==> config.mk <==
export PLATFORM = sky130hd
export DESIGN_NAME = fifo_burst_reader
export DESIGN_NICKNAME = d
export VERILOG_FILES = /design/src/rtl/fifo_burst_reader.sv
export SDC_FILE = /design/constraint.sdc
export NUM_CORES = 1
export LEC_CHECK = 0
export ABC_AREA = 1
export BUFFER_PORTS_ARGS = -buffer_cell sky130_fd_sc_hd__buf_2
export CAP_MARGIN = 20
export CORE_AREA = 2 2 68 70
export DETAILED_ROUTE_END_ITERATION = 6
export DIE_AREA = 0 0 70 72
export PLACE_DENSITY = 0.85
export SYNTH_ARGS = -nofsm -noshare
export SYNTH_HDL_FRONTEND = slang
export SYNTH_SLANG_ARGS = --single-unit
==> constraint.sdc <==
create_clock -name clk -period 2.9 [get_ports clk]
set_clock_uncertainty 0.15 [all_clocks]
set_input_delay 0.145 -clock clk [delete_from_list [all_inputs] [get_ports clk]]
set_output_delay 0.145 -clock clk [all_outputs]
set_load 0.01 [all_outputs]
==> src/rtl/fifo_burst_reader.sv <==
// Burst read controller for the FIFO read port: drains a programmed number of
// words, never reads an empty FIFO, and streams them through a 2-entry skid buffer.
module fifo_burst_reader #(
    parameter int WIDTH     = 8,
    parameter int MAX_LEN   = 256,
    parameter int LEN_WIDTH = $clog2(MAX_LEN) + 1
) (
    input  logic                 clk,
    input  logic                 res,
    input  logic                 start,
    input  logic [LEN_WIDTH-1:0] len,
    input  logic                 fifo_empty,
    input  logic [WIDTH-1:0]     fifo_rdata,
    output logic                 fifo_rd_en,
    output logic                 out_valid,
    output logic [WIDTH-1:0]     out_data,
    input  logic                 out_ready,
    output logic                 busy,
    output logic                 done,
    output logic [LEN_WIDTH-1:0] words_out,
    output logic                 start_err
);

    typedef enum logic [1:0] {
        IDLE  = 2'd0,
        RUN   = 2'd1,
        FLUSH = 2'd2,
        DONE  = 2'd3
    } state_t;

    state_t                   state_reg, state_next;
    logic [LEN_WIDTH-1:0]     rem_reg, rem_next;
    logic [LEN_WIDTH-1:0]     words_reg, words_next;
    logic                     inflight_reg;
    logic [1:0]               occ_reg, occ_next, wr_pos;
    logic [2:0]               level;
    logic [1:0][WIDTH-1:0]    mem_reg, mem_next;
    logic                     valid_reg, busy_reg, done_reg, start_err_reg;
    logic                     busy_next, done_next, start_err_next;
    logic                     pop, rd_en, accept;

    assign pop    = valid_reg && out_ready;
    // Occupancy after this cycle's pop plus the word already in flight; a new
    // read is only allowed when that leaves room for it.
    assign level  = {1'b0, occ_reg} + {2'b00, inflight_reg} - {2'b00, pop};
    assign occ_next = level[1:0];
    assign wr_pos = occ_reg - {1'b0, pop};
    assign accept = (state_reg == IDLE) && start;

    always_ff @(posedge clk) begin
        if (res) begin
            state_reg <= IDLE;
        end else begin
            state_reg <= state_next;
        end
    end

    always_comb begin
        state_next = state_reg;
        rem_next   = rem_reg;
        case (state_reg)
            IDLE: begin
                if (start) begin
                    if (len != '0) begin
                        state_next = RUN;
                        rem_next   = len;
                    end else begin
                        state_next = DONE;
                    end
                end
            end
            RUN: begin
                if (rd_en) begin
                    rem_next = rem_reg - LEN_WIDTH'(1);
                    if (rem_reg == LEN_WIDTH'(1)) begin
                        state_next = FLUSH;
                    end
                end
            end
            FLUSH: begin
                if (!inflight_reg && occ_reg == 2'd0) begin
                    state_next = DONE;
                end
            end
            DONE: begin
                state_next = IDLE;
            end
            default: begin
                state_next = IDLE;
            end
        endcase
    end

    always_comb begin
        rd_en = !res && (state_reg == RUN) && !fifo_empty
                && (rem_reg != '0) && (level <= 3'd1);
        busy_next      = (state_next != IDLE);
        done_next      = (state_next == DONE);
        start_err_next = start && (state_reg != IDLE);
        words_next     = words_reg;
        if (accept) begin
            words_next = '0;
        end else if (pop) begin
            words_next = words_reg + LEN_WIDTH'(1);
        end
    end

    // Entry 0 is the head; a pop shifts entry 1 down, and the arriving word
    // lands in the first free slot after that shift.
    genvar gi;
    generate
        for (gi = 0; gi < 2; gi++) begin : g_skid
            localparam int SRC = (gi == 0) ? 1 : gi;
            assign mem_next[gi] = (inflight_reg && wr_pos == 2'(gi)) ? fifo_rdata :
                                  pop                                 ? mem_reg[SRC] :
                                                                        mem_reg[gi];
        end
    endgenerate

    always_ff @(posedge clk) begin
        if (res) begin
            rem_reg       <= '0;
            inflight_reg  <= 1'b0;
            occ_reg       <= 2'd0;
            valid_reg     <= 1'b0;
            words_reg     <= '0;
            busy_reg      <= 1'b0;
            done_reg      <= 1'b0;
            start_err_reg <= 1'b0;
            mem_reg       <= '0;
        end else begin
            rem_reg       <= rem_next;
            inflight_reg  <= rd_en;
            occ_reg       <= occ_next;
            valid_reg     <= (occ_next != 2'd0);
            words_reg     <= words_next;
            busy_reg      <= busy_next;
            done_reg      <= done_next;
            start_err_reg <= start_err_next;
            mem_reg       <= mem_next;
        end
    end

    assign fifo_rd_en = rd_en;
    assign out_valid  = valid_reg;
    assign out_data   = mem_reg[0];
    assign busy       = busy_reg;
    assign done       = done_reg;
    assign words_out  = words_reg;
    assign start_err  = start_err_reg;

endmodule

After elaboration in Yosys (flattened, before gate mapping)
Cells that the tools add are included. W data, S select, Z words.

Mux-type cells: 12. Add/sub/neg operators: 5. Magnitude comparators: 1. Reductions and logical operators: 25. Eq/ne operators: 9.

Operator list (number): $mux W9 (3); $pmux W9 S2 (1); $reduce_bool A9 Y1 (2); $mux W8 (2); $logic_and A1 B1 Y1 (10); $mux W2 (5); $reduce_bool A2 Y1 (5); $add A9 B1 Y9 const B (1); $eq A9 B1 Y1 const B (1); $sub A9 B1 Y9 const B (1); $pmux W2 S4 (1); $eq A2 B2 Y1 const B (3); $logic_not A2 Y1 (3); $eq A2 B1 Y1 const B (2); $ne A2 B2 Y1 const B (2); $reduce_and A4 Y1 (1); $add A2 B1 Y3 (1); $le A3 B1 Y1 const B (1); $logic_not A1 Y1 (3); $sub A3 B1 Y3 (1); $ne A2 B1 Y1 const B (1); $reduce_or A2 Y1 (1); $sub A2 B1 Y2 (1).

Output and inout port bits: 22. Bits in registers: 43. Word-level logic and storage cells: 63.

Longest topological paths before layout
Gate-level depths: netlist (run 1).

Depth after elaboration: 8. Mapped depth: 16.

Worst setup path before layout (run 1)
OpenSTA, ideal clock, no wires.

Kind: register to register. From: reg valid_reg, in the netlist out_valid. To: reg rem_reg[5]. Stages on the path, launching flop included: 15. Data required time: 2.637 ns. Buffers on the path: 0. Period minus slack after synthesis: 2.262 ns. Data arrival time: 1.998 ns. Setup slack: 0.638 ns. Cell sequence: dfxtp_1 nand2_2 inv_2 nand2_4 nand2_4 ha_1 fa_1 inv_1 nand3_2 nor2_2 nand2_2 nand2_2 clkinv_1 nor2_1 nor2_1.

Longest elaborated chain between the ends: 6.

Ends and longest elaborated chain: start: declaration (line 38) `logic valid_reg, busy_reg, done_reg, start_err_reg;`; start signal: assignment (line 135) `valid_reg <= (occ_next != 2'd0);`; $logic_and A1 B1 Y1 (line 42) `assign pop = valid_reg && out_ready;`; $sub A3 B1 Y3 (line 45) `assign level = {1'b0, occ_reg} + {2'b00, inflight_reg} - {2'b00, pop};`; via level[1] (line 36) `logic [2:0] level;`; $le A3 B1 Y1 (line 96) `&& (rem_reg != '0) && (level <= 3'd1);`; $logic_and A1 B1 Y1 (line 96); $ne A2 B2 Y1 (no line); $reduce_and A4 Y1 (no line); end signal: assignment (line 132) `rem_reg <= rem_next;`; end: declaration (line 32) `logic [LEN_WIDTH-1:0] rem_reg, rem_next;`.

The timed path passes the listed nets, and every way through them passes these cells. A chain may end at the register's enable or synchronous reset.

Worst setup path after layout (run 1)
From: reg valid_reg, in the netlist out_valid. To: reg rem_reg[4].

Same word-level chain as after synthesis.

==> metrics.txt, run 1 <==
# TYPE chip_impl_metric gauge
chip_impl_metric{name="floorplan.die.width",unit="um"} 70
chip_impl_metric{name="slew_headroom",unit="%"} 58.8
chip_impl_metric{name="drt.antenna.violating_nets",unit=""} 0
chip_impl_metric{name="ys_ff_latch",unit=""} 43
chip_impl_metric{name="final_min_period_over_clock_period",unit="%"} 88.8
chip_impl_metric{name="final_layout_size_suffix_gt1_share",unit="%"} 19.5
chip_impl_metric{name="nets",unit=""} 403
chip_impl_info{name="cts.root.buffer_cell",value="clkbuf_8"} 1
chip_impl_metric{name="grt_pass1_vias",unit=""} 1872
chip_impl_info{name="crit_path_end_kind",value="flop"} 1
chip_impl_metric{name="worstSkewPairLatency",unit="ns"} 0.30
chip_impl_metric{name="full_die_area",unit="mm2"} 0.00504
chip_impl_metric{name="numClockSinks",unit=""} 43
chip_impl_metric{name="clock_tree.htree_level_count",unit=""} 2
chip_impl_metric{name="post_cts_buffers",unit=""} 0
chip_impl_metric{name="power_frac_clock",unit="%"} 29.7
chip_impl_metric{name="power.share.sequential",unit="%"} 45.0
chip_impl_metric{name="required",unit="ns"} 2.95
chip_impl_metric{name="global_route_wire_length_before_repair",unit="um"} 7800
chip_impl_metric{name="die-height",unit="um"} 72
chip_impl_metric{name="cts_resized",unit=""} 0
chip_impl_metric{name="detailed_place_hpwl",unit="um"} 3290
chip_impl_metric{name="viasPerCell",unit=""} 4.86
chip_impl_info{name="critical_path.most_common_cell",value="nand2_2"} 1
chip_impl_metric{name="fin_setup_tns",unit="ns"} 0
chip_impl_metric{name="path_max_fanout",unit=""} 11
chip_impl_info{name="crit_path_top_delay_cell",value="fa_1"} 1
chip_impl_metric{name="clkTransAtPathRegs",unit="ns"} 0.08
chip_impl_metric{name="cellPowerDensity",unit="mW/mm2"} 571
chip_impl_metric{name="tightestPinTransition",unit="ns"} 0.617
chip_impl_metric{name="vdd.ir_drop.worst",unit="mV"} 0.408
chip_impl_metric{name="synth_sequential_area_ratio",unit="%"} 37.8
chip_impl_info{name="crit_chain",value="nand2_2 -> inv_2 -> nand2_4 -> nand2_4 -> ha_1 -> fa_1 -> inv_1 -> nand3_2 -> nor2_2 -> nand2_2 -> nand2_2 -> clkinv_1 -> nor2_1 -> nor2_1"} 1
chip_impl_metric{name="max_cap_viol_count",unit=""} 0
chip_impl_metric{name="max_freq",unit="GHz"} 0.388
chip_impl_metric{name="port-buffer-count",unit=""} 43
chip_impl_metric{name="synth_area",unit="mm2"} 0.00228
chip_impl_metric{name="cts.path.max_buffers",unit=""} 2
chip_impl_info{name="crit_path_start_kind",value="flop"} 1
chip_impl_info{name="cts_tree",value="built"} 1
chip_impl_info{name="rsz0062_at_grt",value="no"} 1
chip_impl_metric{name="fillers",unit=""} 387
chip_impl_info{name="outcome",value="completed"} 1
chip_impl_metric{name="initial_util",unit="%"} 53.4
chip_impl_metric{name="antennaDiodeCount",unit=""} 0
chip_impl_metric{name="place_worst_setup_slack",unit="ns"} 0.356
chip_impl_metric{name="gr-total-overflow",unit=""} 0
chip_impl_metric{name="antenna_violations_before_repair",unit=""} 0
chip_impl_metric{name="critical-path-max-stage-delay",unit="ns"} 0.40
chip_impl_metric{name="number_of_standard_cell_rows_in_the_floorplan",unit=""} 24
chip_impl_metric{name="final.min_clock_period",unit="ns"} 2.57
chip_impl_metric{name="grt_max_degree",unit=""} 26
chip_impl_metric{name="detailroute.via_count",unit=""} 2077
chip_impl_metric{name="routed_wire_length_per_instance",unit="um"} 10.7
chip_impl_metric{name="setup_ws",unit="ns"} 0.325
chip_impl_metric{name="yosysWarningCount",unit=""} 0
chip_impl_metric{name="internal_power",unit="mW"} 1.04
chip_impl_metric{name="switchingPower",unit="mW"} 0.473
chip_impl_metric{name="sw_frac_of_total",unit="%"} 31.3
chip_impl_metric{name="floorplan.core_area",unit="mm2"} 0.00426
chip_impl_metric{name="drt-initial-drc-count",unit=""} 139
chip_impl_metric{name="setup_violations",unit=""} 0
chip_impl_info{name="worstSetupPathType",value="flop to flop"} 1
chip_impl_info{name="mostFrequentLayoutCell",value="nand2_1"} 1
chip_impl_metric{name="postCtsHoldBufs",unit=""} 9
chip_impl_metric{name="syn_to_final_growth",unit="%"} 16.1
chip_impl_metric{name="gp_congestion",unit=""} 0.836
chip_impl_metric{name="share_comb_of_total_power",unit="%"} 25.4
chip_impl_metric{name="design_power_total",unit="mW"} 1.51
chip_impl_metric{name="floorplan.io_pins",unit=""} 44
chip_impl_metric{name="power.leakage",unit="nW"} 1.25
chip_impl_metric{name="synthesis.area_per_instance",unit="um2"} 6.88
chip_impl_metric{name="synth.net_count",unit=""} 359
chip_impl_metric{name="number_of_library_cell_types_mapped_by_synthesis",unit=""} 29
chip_impl_metric{name="maxSlewViolCount",unit=""} 0
chip_impl_metric{name="critical_path_arrival",unit="ns"} 2.62
chip_impl_metric{name="grt_util_all_layers",unit="%"} 19.3
chip_impl_metric{name="cts-buffers-inserted",unit=""} 5
chip_impl_metric{name="drt_pass1_iterations",unit=""} 4
chip_impl_metric{name="holdWs",unit="ns"} 0.00955
chip_impl_metric{name="instance_count_of_the_mapped_netlist",unit=""} 331
chip_impl_info{name="final_cell_mix",value="nand2_1, nor2_1, dfxtp_1, buf_2, inv_1"} 1
chip_impl_metric{name="remaining_drc_errors",unit=""} 0
chip_impl_metric{name="timing.final.hold_violations",unit=""} 0
chip_impl_metric{name="fin_util",unit="%"} 61.9
chip_impl_metric{name="totalWireLength",unit="um"} 4550
chip_impl_info{name="hold_path_class",value="input port to flop"} 1
[routing by layer]
metal | vias to the layer above | share of wire (%) | GRT usage, %
met5 | - | 0 | 0
met4 | 0 | 1.4 | 7.48
met3 | 6 | 4.5 | 4.03
met2 | 41 | 47 | 33.3
met1 | 916 | 47 | 23.7
li1 | 1114 | - | -
[power groups by stage]
stage / Combinational [mW] / Sequential (mW) / Clock, mW
2_1_floorplan: 0.306 / 0.688 / 0
3_3_place_gp: 0.362 / 0.690 / 0
3_5_place_dp: 0.371 / 0.692 / 0
4_1_cts: 0.385 / 0.679 / 0.458
5_1_grt: 0.443 / 0.685 / 0.478
6_report: 0.383 / 0.679 / 0.448
[stage by stage]
step	area, um2	instances
2_1_floorplan	2280	331
3_3_place_gp	2450	411
3_5_place_dp	2450	411
4_1_cts	2640	427
5_1_grt	2640	427
6_report	2640	427
[critical path, delay by kind of cell, from the launching register on]
kind / cells / cell delay, ns
AND/OR/NAND/NOR: 9 / 0.94
adder cells (fa/ha/maj): 2 / 0.56
flip-flops: 1 / 0.35
buffers and inverters: 3 / 0.46
[final cells by class]
| class | count | area, um2 | area share (%) |
|---|---|---|---|
| Tap cell | 52 | 65.1 | 2.46 |
| Clock buffer | 6 | 72.6 | 2.75 |
| Timing Repair Buffer | 54 | 320 | 12.1 |
| Clock inverter | 1 | 30.0 | 1.14 |
| Sequential cell | 43 | 861 | 32.6 |
| Inverter | 48 | 180 | 6.82 |
| Multi-Input combinational cell | 223 | 1110 | 42.1 |
[synthesized netlist by cell type]
cell type  number  area, um2
a21oi_1        26        130
buf_6           3       33.8
fa_1            1       20.0
nor2_1         44        165
buf_2           5       25.0
o21bai_1        3       22.5
buf_4           8       60.1
nand2_2         5       31.3
nand3_1        18       90.1
nand4_1         2       12.5
dfxtp_1        43        861
clkinv_1        2       7.51
nor3b_2         1       12.5
or2_1           1       6.26
inv_2           4       15.0
o21ai_1         9       45.0
nor2_2          4       25.0
o21ai_0        26        130
xnor2_1         1       8.76
nand3_2         3       30.0
ha_1            5       62.6
nand2_1        68        255
inv_1          42        158
nor3_4          1       16.3
nand2_4         2       22.5
nor3_2          1       10.0
buf_1           1       3.75
nor3_1          1       5.00
nor2_4          1       11.3
[path summary, 6_finish.rpt]
| path | endpoint | depth (start not counted) | from | slack, ns |
|---|---|---|---|---|
| setup / recovery | rem_reg[4]$_SDFFE_PP0P_ | 14 | out_valid$_SDFF_PP0_ | 0.33 |
| hold / removal | mem_reg[14]$_SDFFE_PP0P_ | 2 | res | 0.01 |
| setup reg to reg | rem_reg[4]$_SDFFE_PP0P_ | 14 | out_valid$_SDFF_PP0_ | 0.33 |
| hold reg to reg | mem_reg[10]$_SDFFE_PP0P_ | 2 | mem_reg[10]$_SDFFE_PP0P_ | 0.30 |
[cell families (layout without fill, tap and decap cells)]
kind of cell | count (synthesis) | after routing | synth area share, %
AOI/OAI and AO/OA | 64 | 64 | 14.4
buffers and inverters | 65 | 109 | 13.3
xor gates and xnor gates | 1 | 1 | 0.385
DFF | 43 | 43 | 37.8
adders and majority gates | 6 | 6 | 3.63
and+or+nand+nor | 152 | 152 | 30.5
Power figures use the tool's default switching activity.
==> inputs of run 2 (changes only) <==
--- a/config.mk
+++ b/config.mk
@@ -8,10 +8,11 @@
 export ABC_AREA = 1
 export BUFFER_PORTS_ARGS = -buffer_cell sky130_fd_sc_hd__buf_2
 export CAP_MARGIN = 20
-export CORE_AREA = 2 2 68 70
+export CORE_AREA = 2 2 84 86
 export DETAILED_ROUTE_END_ITERATION = 6
-export DIE_AREA = 0 0 70 72
-export PLACE_DENSITY = 0.85
+export DIE_AREA = 0 0 86 88
+export PLACE_DENSITY = 0.62
+export SLEW_MARGIN = 20
 export SYNTH_ARGS = -nofsm -noshare
 export SYNTH_HDL_FRONTEND = slang
 export SYNTH_SLANG_ARGS = --single-unit
==> run 2 against run 1 <==
Against the previous run:
- critical path depth is 2 lower
- sequential power about the same
- register-to-register slack better by 0.13 ns
- fmax increased by 3.2%
- utilization shrank 21 points
- sequential share of layout area down 1.0 points
- die area up 50%
- clock power rose by 25%
- combinational power rose by 2%
- worst setup slack better by 0.081 ns
- wire length grew 7.6%
- cell count rose by 7.3%
- critical endpoint is now fifo_rd_en
- largest cell class unchanged
- highest routed layer unchanged
==> metrics.txt, run 2 (same netlist as run 1, synthesis figures left out) <==
# TYPE chip_impl_metric gauge
chip_impl_info{name="outcome",value="completed"} 1
chip_impl_metric{name="setup_ws",unit="ns"} 0.406
chip_impl_metric{name="initial_util",unit="%"} 34.3
chip_impl_info{name="worst_r2r_endpoint",value="rem_reg[7]$_SDFFE_PP0P_"} 1
chip_impl_metric{name="port-buffer-count",unit=""} 43
chip_impl_metric{name="grt_pass1_vias",unit=""} 1975
chip_impl_info{name="r2r-start",value="out_valid$_SDFF_PP0_"} 1
chip_impl_metric{name="timing.final.hold_violations",unit=""} 0
chip_impl_metric{name="gp_congestion",unit=""} 0.842
chip_impl_metric{name="worstSkewPairLatency",unit="ns"} 0.30
chip_impl_metric{name="number_of_cells_on_the_worst_hold_path",unit=""} 5
chip_impl_metric{name="critical_path_arrival",unit="ns"} 2.20
chip_impl_metric{name="final.min_clock_period",unit="ns"} 2.49
chip_impl_metric{name="sw_frac_of_total",unit="%"} 30.5
chip_impl_metric{name="max_freq",unit="GHz"} 0.401
chip_impl_info{name="hold_path_class",value="input port to flop"} 1
chip_impl_metric{name="required",unit="ns"} 2.61
chip_impl_metric{name="floorplan.io_pins",unit=""} 44
chip_impl_metric{name="antennaDiodeCount",unit=""} 0
chip_impl_metric{name="full_die_area",unit="mm2"} 0.00757
chip_impl_metric{name="cellPowerDensity",unit="mW/mm2"} 597
chip_impl_info{name="rsz0062_at_grt",value="no"} 1
chip_impl_metric{name="global_route_wire_length_before_repair",unit="um"} 8460
chip_impl_info{name="hp-start",value="len[2]"} 1
chip_impl_metric{name="power.leakage",unit="nW"} 1.27
chip_impl_metric{name="drt_pass1_iterations",unit=""} 4
chip_impl_metric{name="final_layout_size_suffix_gt1_share",unit="%"} 20.1
chip_impl_metric{name="power_frac_clock",unit="%"} 34.4
chip_impl_metric{name="design_power_total",unit="mW"} 1.63
chip_impl_metric{name="detailroute.via_count",unit=""} 2085
chip_impl_metric{name="clock_tree.htree_level_count",unit=""} 2
chip_impl_info{name="mostFrequentLayoutCell",value="nand2_1"} 1
chip_impl_metric{name="drt.antenna.violating_nets",unit=""} 0
chip_impl_info{name="crit_path_end_kind",value="output port"} 1
chip_impl_metric{name="floorplan.die.width",unit="um"} 86
chip_impl_info{name="final_cell_mix",value="nand2_1, nor2_1, dfxtp_1, buf_2, inv_1"} 1
chip_impl_metric{name="max_cap_viol_count",unit=""} 0
chip_impl_metric{name="post_cts_buffers",unit=""} 0
chip_impl_info{name="cts.root.buffer_cell",value="clkbuf_8"} 1
chip_impl_metric{name="share_comb_of_total_power",unit="%"} 24.0
chip_impl_metric{name="switchingPower",unit="mW"} 0.496
chip_impl_info{name="worstSetupPathType",value="flop to output port"} 1
chip_impl_metric{name="final_min_period_over_clock_period",unit="%"} 86.0
chip_impl_metric{name="finish.instance_area",unit="mm2"} 0.00273
chip_impl_metric{name="gr-total-overflow",unit=""} 0
chip_impl_metric{name="numClockSinks",unit=""} 43
chip_impl_metric{name="remaining_drc_errors",unit=""} 0
chip_impl_metric{name="viasPerCell",unit=""} 4.55
chip_impl_metric{name="totalWireLength",unit="um"} 4890
chip_impl_info{name="cts_tree",value="built"} 1
chip_impl_metric{name="worstRegToRegCells",unit=""} 14
chip_impl_metric{name="setup_violations",unit=""} 0
chip_impl_metric{name="detailed_place.area",unit="mm2"} 0.00249
chip_impl_info{name="crit_path_start_kind",value="flop"} 1
chip_impl_metric{name="reg_to_reg_slack_setup",unit="ns"} 0.46
chip_impl_info{name="hold_path_end",value="rem_reg[2]$_SDFFE_PP0P_"} 1
chip_impl_metric{name="antenna_violations_before_repair",unit=""} 0
chip_impl_metric{name="slew_headroom",unit="%"} 54.6
chip_impl_metric{name="tightestPinTransition",unit="ns"} 0.681
chip_impl_metric{name="place_worst_setup_slack",unit="ns"} 0.478
chip_impl_metric{name="cts.path.max_buffers",unit=""} 2
chip_impl_metric{name="grt_util_all_layers",unit="%"} 13.7
chip_impl_metric{name="drt-initial-drc-count",unit=""} 65
chip_impl_metric{name="power.share.sequential",unit="%"} 41.7
chip_impl_metric{name="fin_setup_tns",unit="ns"} 0
chip_impl_metric{name="syn_to_final_growth",unit="%"} 19.8
chip_impl_metric{name="grt_max_degree",unit=""} 26
chip_impl_metric{name="cts-buffers-inserted",unit=""} 5
chip_impl_metric{name="path_max_fanout",unit=""} 7
chip_impl_metric{name="clkTransAtPathRegs",unit="ns"} 0.09
chip_impl_metric{name="detailed_place_hpwl",unit="um"} 3590
chip_impl_metric{name="maxSlewViolCount",unit=""} 0
chip_impl_metric{name="vdd.ir_drop.worst",unit="mV"} 0.226
chip_impl_metric{name="routed_wire_length_per_instance",unit="um"} 10.7
chip_impl_metric{name="number_of_standard_cell_rows_in_the_floorplan",unit=""} 30
chip_impl_metric{name="internal_power",unit="mW"} 1.13
chip_impl_metric{name="die-height",unit="um"} 88
chip_impl_metric{name="nets",unit=""} 405
chip_impl_metric{name="post-place-cells",unit=""} 440
chip_impl_metric{name="fillers",unit=""} 711
chip_impl_metric{name="floorplan.core_area",unit="mm2"} 0.00664
chip_impl_metric{name="layoutNonFillerInstCount",unit=""} 458
[run 2: power by group through the flow]
stage	sequential [mW]	clock [mW]	combinational [mW]
6_report	0.678	0.560	0.390
3_5_place_dp	0.692	0	0.380
3_3_place_gp	0.691	0	0.374
5_1_grt	0.686	0.596	0.448
4_1_cts	0.678	0.573	0.394
2_1_floorplan	0.688	0	0.306
[run 2: final cells by class]
| type | count | area, um2 | share of cell area, % |
|---|---|---|---|
| Sequential cell | 43 | 861 | 31.6 |
| Clock buffer | 5 | 68.8 | 2.52 |
| Timing Repair Buffer | 56 | 338 | 12.4 |
| Inverter | 48 | 180 | 6.61 |
| Multi-Input combinational cell | 223 | 1110 | 40.8 |
| Clock inverter | 3 | 67.6 | 2.48 |
| Tap cell | 80 | 100 | 3.67 |
[run 2: critical path: stages, from the launching register on]
cell,delay (ns)
dfxtp_1,0.35
nand2_2,0.07
inv_2,0.12
nand2_4,0.08
nand2_4,0.09
ha_1,0.16
fa_1,0.41
inv_1,0.12
nand3_2,0.08
nor2_2,0.11
nand2_2,0.10
inv_1,0.07
buf_2,0.12
[run 2: worst max-delay path by stage]
stage / to / cells past startpoint / from / slack [ns]
after floorplan: rem_reg[5]$_SDFFE_PP0P_ / 14 / out_valid$_SDFF_PP0_ / 0.64
after global placement: rem_reg[5]$_SDFFE_PP0P_ / 14 / out_valid$_SDFF_PP0_ / 0.52
after detailed placement: rem_reg[7]$_SDFFE_PP0P_ / 14 / out_valid$_SDFF_PP0_ / 0.48
after CTS: fifo_rd_en / 12 / out_valid$_SDFF_PP0_ / 0.40
after global routing: fifo_rd_en / 12 / out_valid$_SDFF_PP0_ / 0.29
final: fifo_rd_en / 12 / out_valid$_SDFF_PP0_ / 0.41
[run 2: metal layers]
metal / GRT usage (%) / up-vias / part of all wire (%) / wire length (um)
li1: - / 1124 / - / -
met1: 17.2 / 915 / 48 / 2370
met2: 24.0 / 41 / 46 / 2260
met3: 3.02 / 5 / 4.5 / 221
met4: 3.46 / 0 / 0.98 / 48
met5: 0 / - / 0 / 0
[run 2: timing repair]
action | in CTS | in global routing
resized for setup | 0 | 0
hold buffers | 10 | 0
endpoints found under the hold margin | 15 | 0
[run 2: through the flow]
step / hold slack [ns] / util, %
2_1_floorplan: 0.116 / -
3_3_place_gp: 0.239 / 37.5
3_5_place_dp: 0.243 / 37.5
4_1_cts: 0.0267 / 41.1
5_1_grt: 0.0526 / 41.1
6_report: 0.0252 / 41.1
==> inputs of run 3 (changes only) <==
--- a/config.mk
+++ b/config.mk
@@ -12,6 +12,7 @@
 export DETAILED_ROUTE_END_ITERATION = 6
 export DIE_AREA = 0 0 86 88
 export PLACE_DENSITY = 0.62
+export REMOVE_ABC_BUFFERS = 1
 export SLEW_MARGIN = 20
 export SYNTH_ARGS = -nofsm -noshare
 export SYNTH_HDL_FRONTEND = slang
==> run 3 against run 2 <==
Against the previous run:
- critical path depth did not move
- via count fell by 0.82%
- count of clock-buffer cells in the layout did not move
- wire length fell by 2.9%
- largest cell class unchanged
==> metrics.txt, run 3 (same netlist as run 1, synthesis figures left out) <==
# TYPE chip_impl_metric gauge
chip_impl_info{name="crit_path_top_delay_cell",value="fa_1"} 1
chip_impl_metric{name="floorplan.io_pins",unit=""} 44
chip_impl_metric{name="remaining_drc_errors",unit=""} 0
chip_impl_metric{name="cts.path.max_buffers",unit=""} 2
chip_impl_metric{name="slew_headroom",unit="%"} 54.5
chip_impl_metric{name="grt_util_all_layers",unit="%"} 12.8
chip_impl_metric{name="gr-total-overflow",unit=""} 0
chip_impl_metric{name="required",unit="ns"} 2.61
chip_impl_metric{name="critical-path-max-stage-delay",unit="ns"} 0.41
chip_impl_metric{name="place_worst_setup_slack",unit="ns"} 0.158
chip_impl_info{name="crit_chain",value="nand2_2 -> inv_2 -> nand2_4 -> nand2_4 -> ha_1 -> fa_1 -> inv_1 -> nand3_2 -> nor2_2 -> nand2_2 -> inv_1 -> buf_2"} 1
chip_impl_metric{name="final_layout_size_suffix_gt1_share",unit="%"} 20.2
chip_impl_info{name="critical_path.top_delay_family",value="simple AND/OR/NAND/NOR gates"} 1
chip_impl_metric{name="finish.instance_area",unit="mm2"} 0.00269
chip_impl_metric{name="drt_pass1_iterations",unit=""} 4
chip_impl_metric{name="final.min_clock_period",unit="ns"} 2.65
chip_impl_info{name="cts.root.buffer_cell",value="clkbuf_8"} 1
chip_impl_metric{name="clkTransAtPathRegs",unit="ns"} 0.08
chip_impl_metric{name="viasPerCell",unit=""} 4.53
chip_impl_metric{name="cts-buffers-inserted",unit=""} 5
chip_impl_info{name="critical_path.startpoint",value="out_valid$_SDFF_PP0_"} 1
chip_impl_metric{name="totalWireLength",unit="um"} 4750
chip_impl_info{name="hold_path_class",value="input port to flop"} 1
chip_impl_info{name="cts_tree",value="built"} 1
chip_impl_info{name="worstSetupPathType",value="flop to output port"} 1
chip_impl_metric{name="critPathBufInv",unit=""} 4
chip_impl_info{name="mostFrequentLayoutCell",value="nand2_1"} 1
chip_impl_metric{name="floorplan.core_area",unit="mm2"} 0.00664
chip_impl_metric{name="clock_tree.htree_level_count",unit=""} 2
chip_impl_info{name="outcome",value="completed"} 1
chip_impl_metric{name="die-height",unit="um"} 88
chip_impl_metric{name="setup_violations",unit=""} 0
chip_impl_metric{name="port-buffer-count",unit=""} 43
chip_impl_metric{name="detailroute.via_count",unit=""} 2068
chip_impl_metric{name="gp_congestion",unit=""} 0.821
chip_impl_metric{name="maxSlewViolCount",unit=""} 0
chip_impl_metric{name="nets",unit=""} 404
chip_impl_metric{name="multi_input_area",unit="mm2"} 0.00112
chip_impl_metric{name="max_freq",unit="GHz"} 0.378
chip_impl_metric{name="grt_max_degree",unit=""} 26
chip_impl_metric{name="floorplan.die.width",unit="um"} 86
chip_impl_metric{name="layoutNonFillerInstCount",unit=""} 457
chip_impl_metric{name="post-place-cells",unit=""} 439
chip_impl_metric{name="detailed_place.area",unit="mm2"} 0.00248
chip_impl_info{name="r2r-start",value="out_valid$_SDFF_PP0_"} 1
chip_impl_metric{name="critical_path_arrival",unit="ns"} 2.35
chip_impl_metric{name="setup_ws",unit="ns"} 0.252
chip_impl_info{name="rsz0062_at_grt",value="no"} 1
chip_impl_metric{name="cellPowerDensity",unit="mW/mm2"} 545
chip_impl_metric{name="final_min_period_over_clock_period",unit="%"} 91.3
chip_impl_metric{name="grt_pass1_vias",unit=""} 1798
chip_impl_metric{name="tightestPinTransition",unit="ns"} 0.682
chip_impl_info{name="crit_path_end_kind",value="output port"} 1
chip_impl_metric{name="global_route_wire_length_before_repair",unit="um"} 7730
chip_impl_metric{name="numClockSinks",unit=""} 43
chip_impl_metric{name="path_max_fanout",unit=""} 8
chip_impl_info{name="final_cell_mix",value="nand2_1, nor2_1, dfxtp_1, buf_2, inv_1"} 1
chip_impl_metric{name="fillers",unit=""} 743
chip_impl_metric{name="drt-initial-drc-count",unit=""} 83
chip_impl_info{name="hp-start",value="len[7]"} 1
chip_impl_metric{name="routed_wire_length_per_instance",unit="um"} 10.4
chip_impl_metric{name="antenna_violations_before_repair",unit=""} 0
chip_impl_metric{name="syn_to_final_growth",unit="%"} 18.0
chip_impl_metric{name="number_of_standard_cell_rows_in_the_floorplan",unit=""} 30
chip_impl_metric{name="power.leakage",unit="nW"} 1.24
chip_impl_metric{name="max_cap_viol_count",unit=""} 0
chip_impl_metric{name="vdd.ir_drop.worst",unit="mV"} 0.178
chip_impl_info{name="crit_path_start_kind",value="flop"} 1
chip_impl_metric{name="full_die_area",unit="mm2"} 0.00757
chip_impl_metric{name="regArea",unit="um2"} 861
chip_impl_metric{name="initial_util",unit="%"} 34.3
chip_impl_metric{name="drt.antenna.violating_nets",unit=""} 0
chip_impl_metric{name="post_cts_buffers",unit=""} 0
chip_impl_metric{name="antennaDiodeCount",unit=""} 0
chip_impl_metric{name="timing.final.hold_violations",unit=""} 0
chip_impl_metric{name="holdWs",unit="ns"} 0.0227
chip_impl_metric{name="detailed_place_hpwl",unit="um"} 3440
chip_impl_metric{name="worstSkewPairLatency",unit="ns"} 0.30
chip_impl_metric{name="fin_setup_tns",unit="ns"} 0
## run 3: tightest hold or removal path, delay by kind of cell
kind                   cells  cell delay, ns
and+or+nand+nor            4            0.21
buffers and inverters      1            0.09
## run 3: where the power goes
group | total (mW) | switching [mW] | internal [mW] | leakage, nW
Sequential | 0.680 | 0.0377 | 0.642 | 0.350
Combinational | 0.387 | 0.243 | 0.144 | 0.848
Clock | 0.396 | 0.223 | 0.172 | 0.0408
## run 3: final cells by class
type / count / area share, %
Sequential cell: 43 / 32.1
Inverter: 48 / 6.85
Timing Repair Buffer: 55 / 12.3
Tap cell: 80 / 3.73
Clock inverter: 3 / 0.885
Multi-Input combinational cell: 223 / 41.6
Clock buffer: 5 / 2.56
## run 3: what timing repair did
action                                 in CTS  in global routing
hold buffers                               10                  0
resized for setup                           0                  2
endpoints found under the hold margin      16                  0
setup endpoints to repair                   0                  7
## run 3: worst paths after layout
kind	end	slack, ns	cells after the start
hold / removal	rem_reg[7]$_SDFFE_PP0P_	0.02	5
hold reg to reg	mem_reg[8]$_SDFFE_PP0P_	0.30	2
setup reg to reg	rem_reg[5]$_SDFFE_PP0P_	0.29	14
setup / recovery	fifo_rd_en	0.25	12
## run 3: stage by stage
step | utilization [%] | power, mW
2_1_floorplan | - | 0.961
3_3_place_gp | 37.4 | 1.06
3_5_place_dp | 37.4 | 1.07
4_1_cts | 40.3 | 1.48
5_1_grt | 40.4 | 1.57
6_report | 40.4 | 1.46
## run 3: routing by layer
metal / global-route usage, % / routed length [um] / up-vias
met2: 21.2 / 2190 / 28
met4: 5.19 / 79 / 0
li1: - / - / 1121
met5: 0 / 0 / -
met1: 16.2 / 2310 / 912
met3: 2.92 / 171 / 7
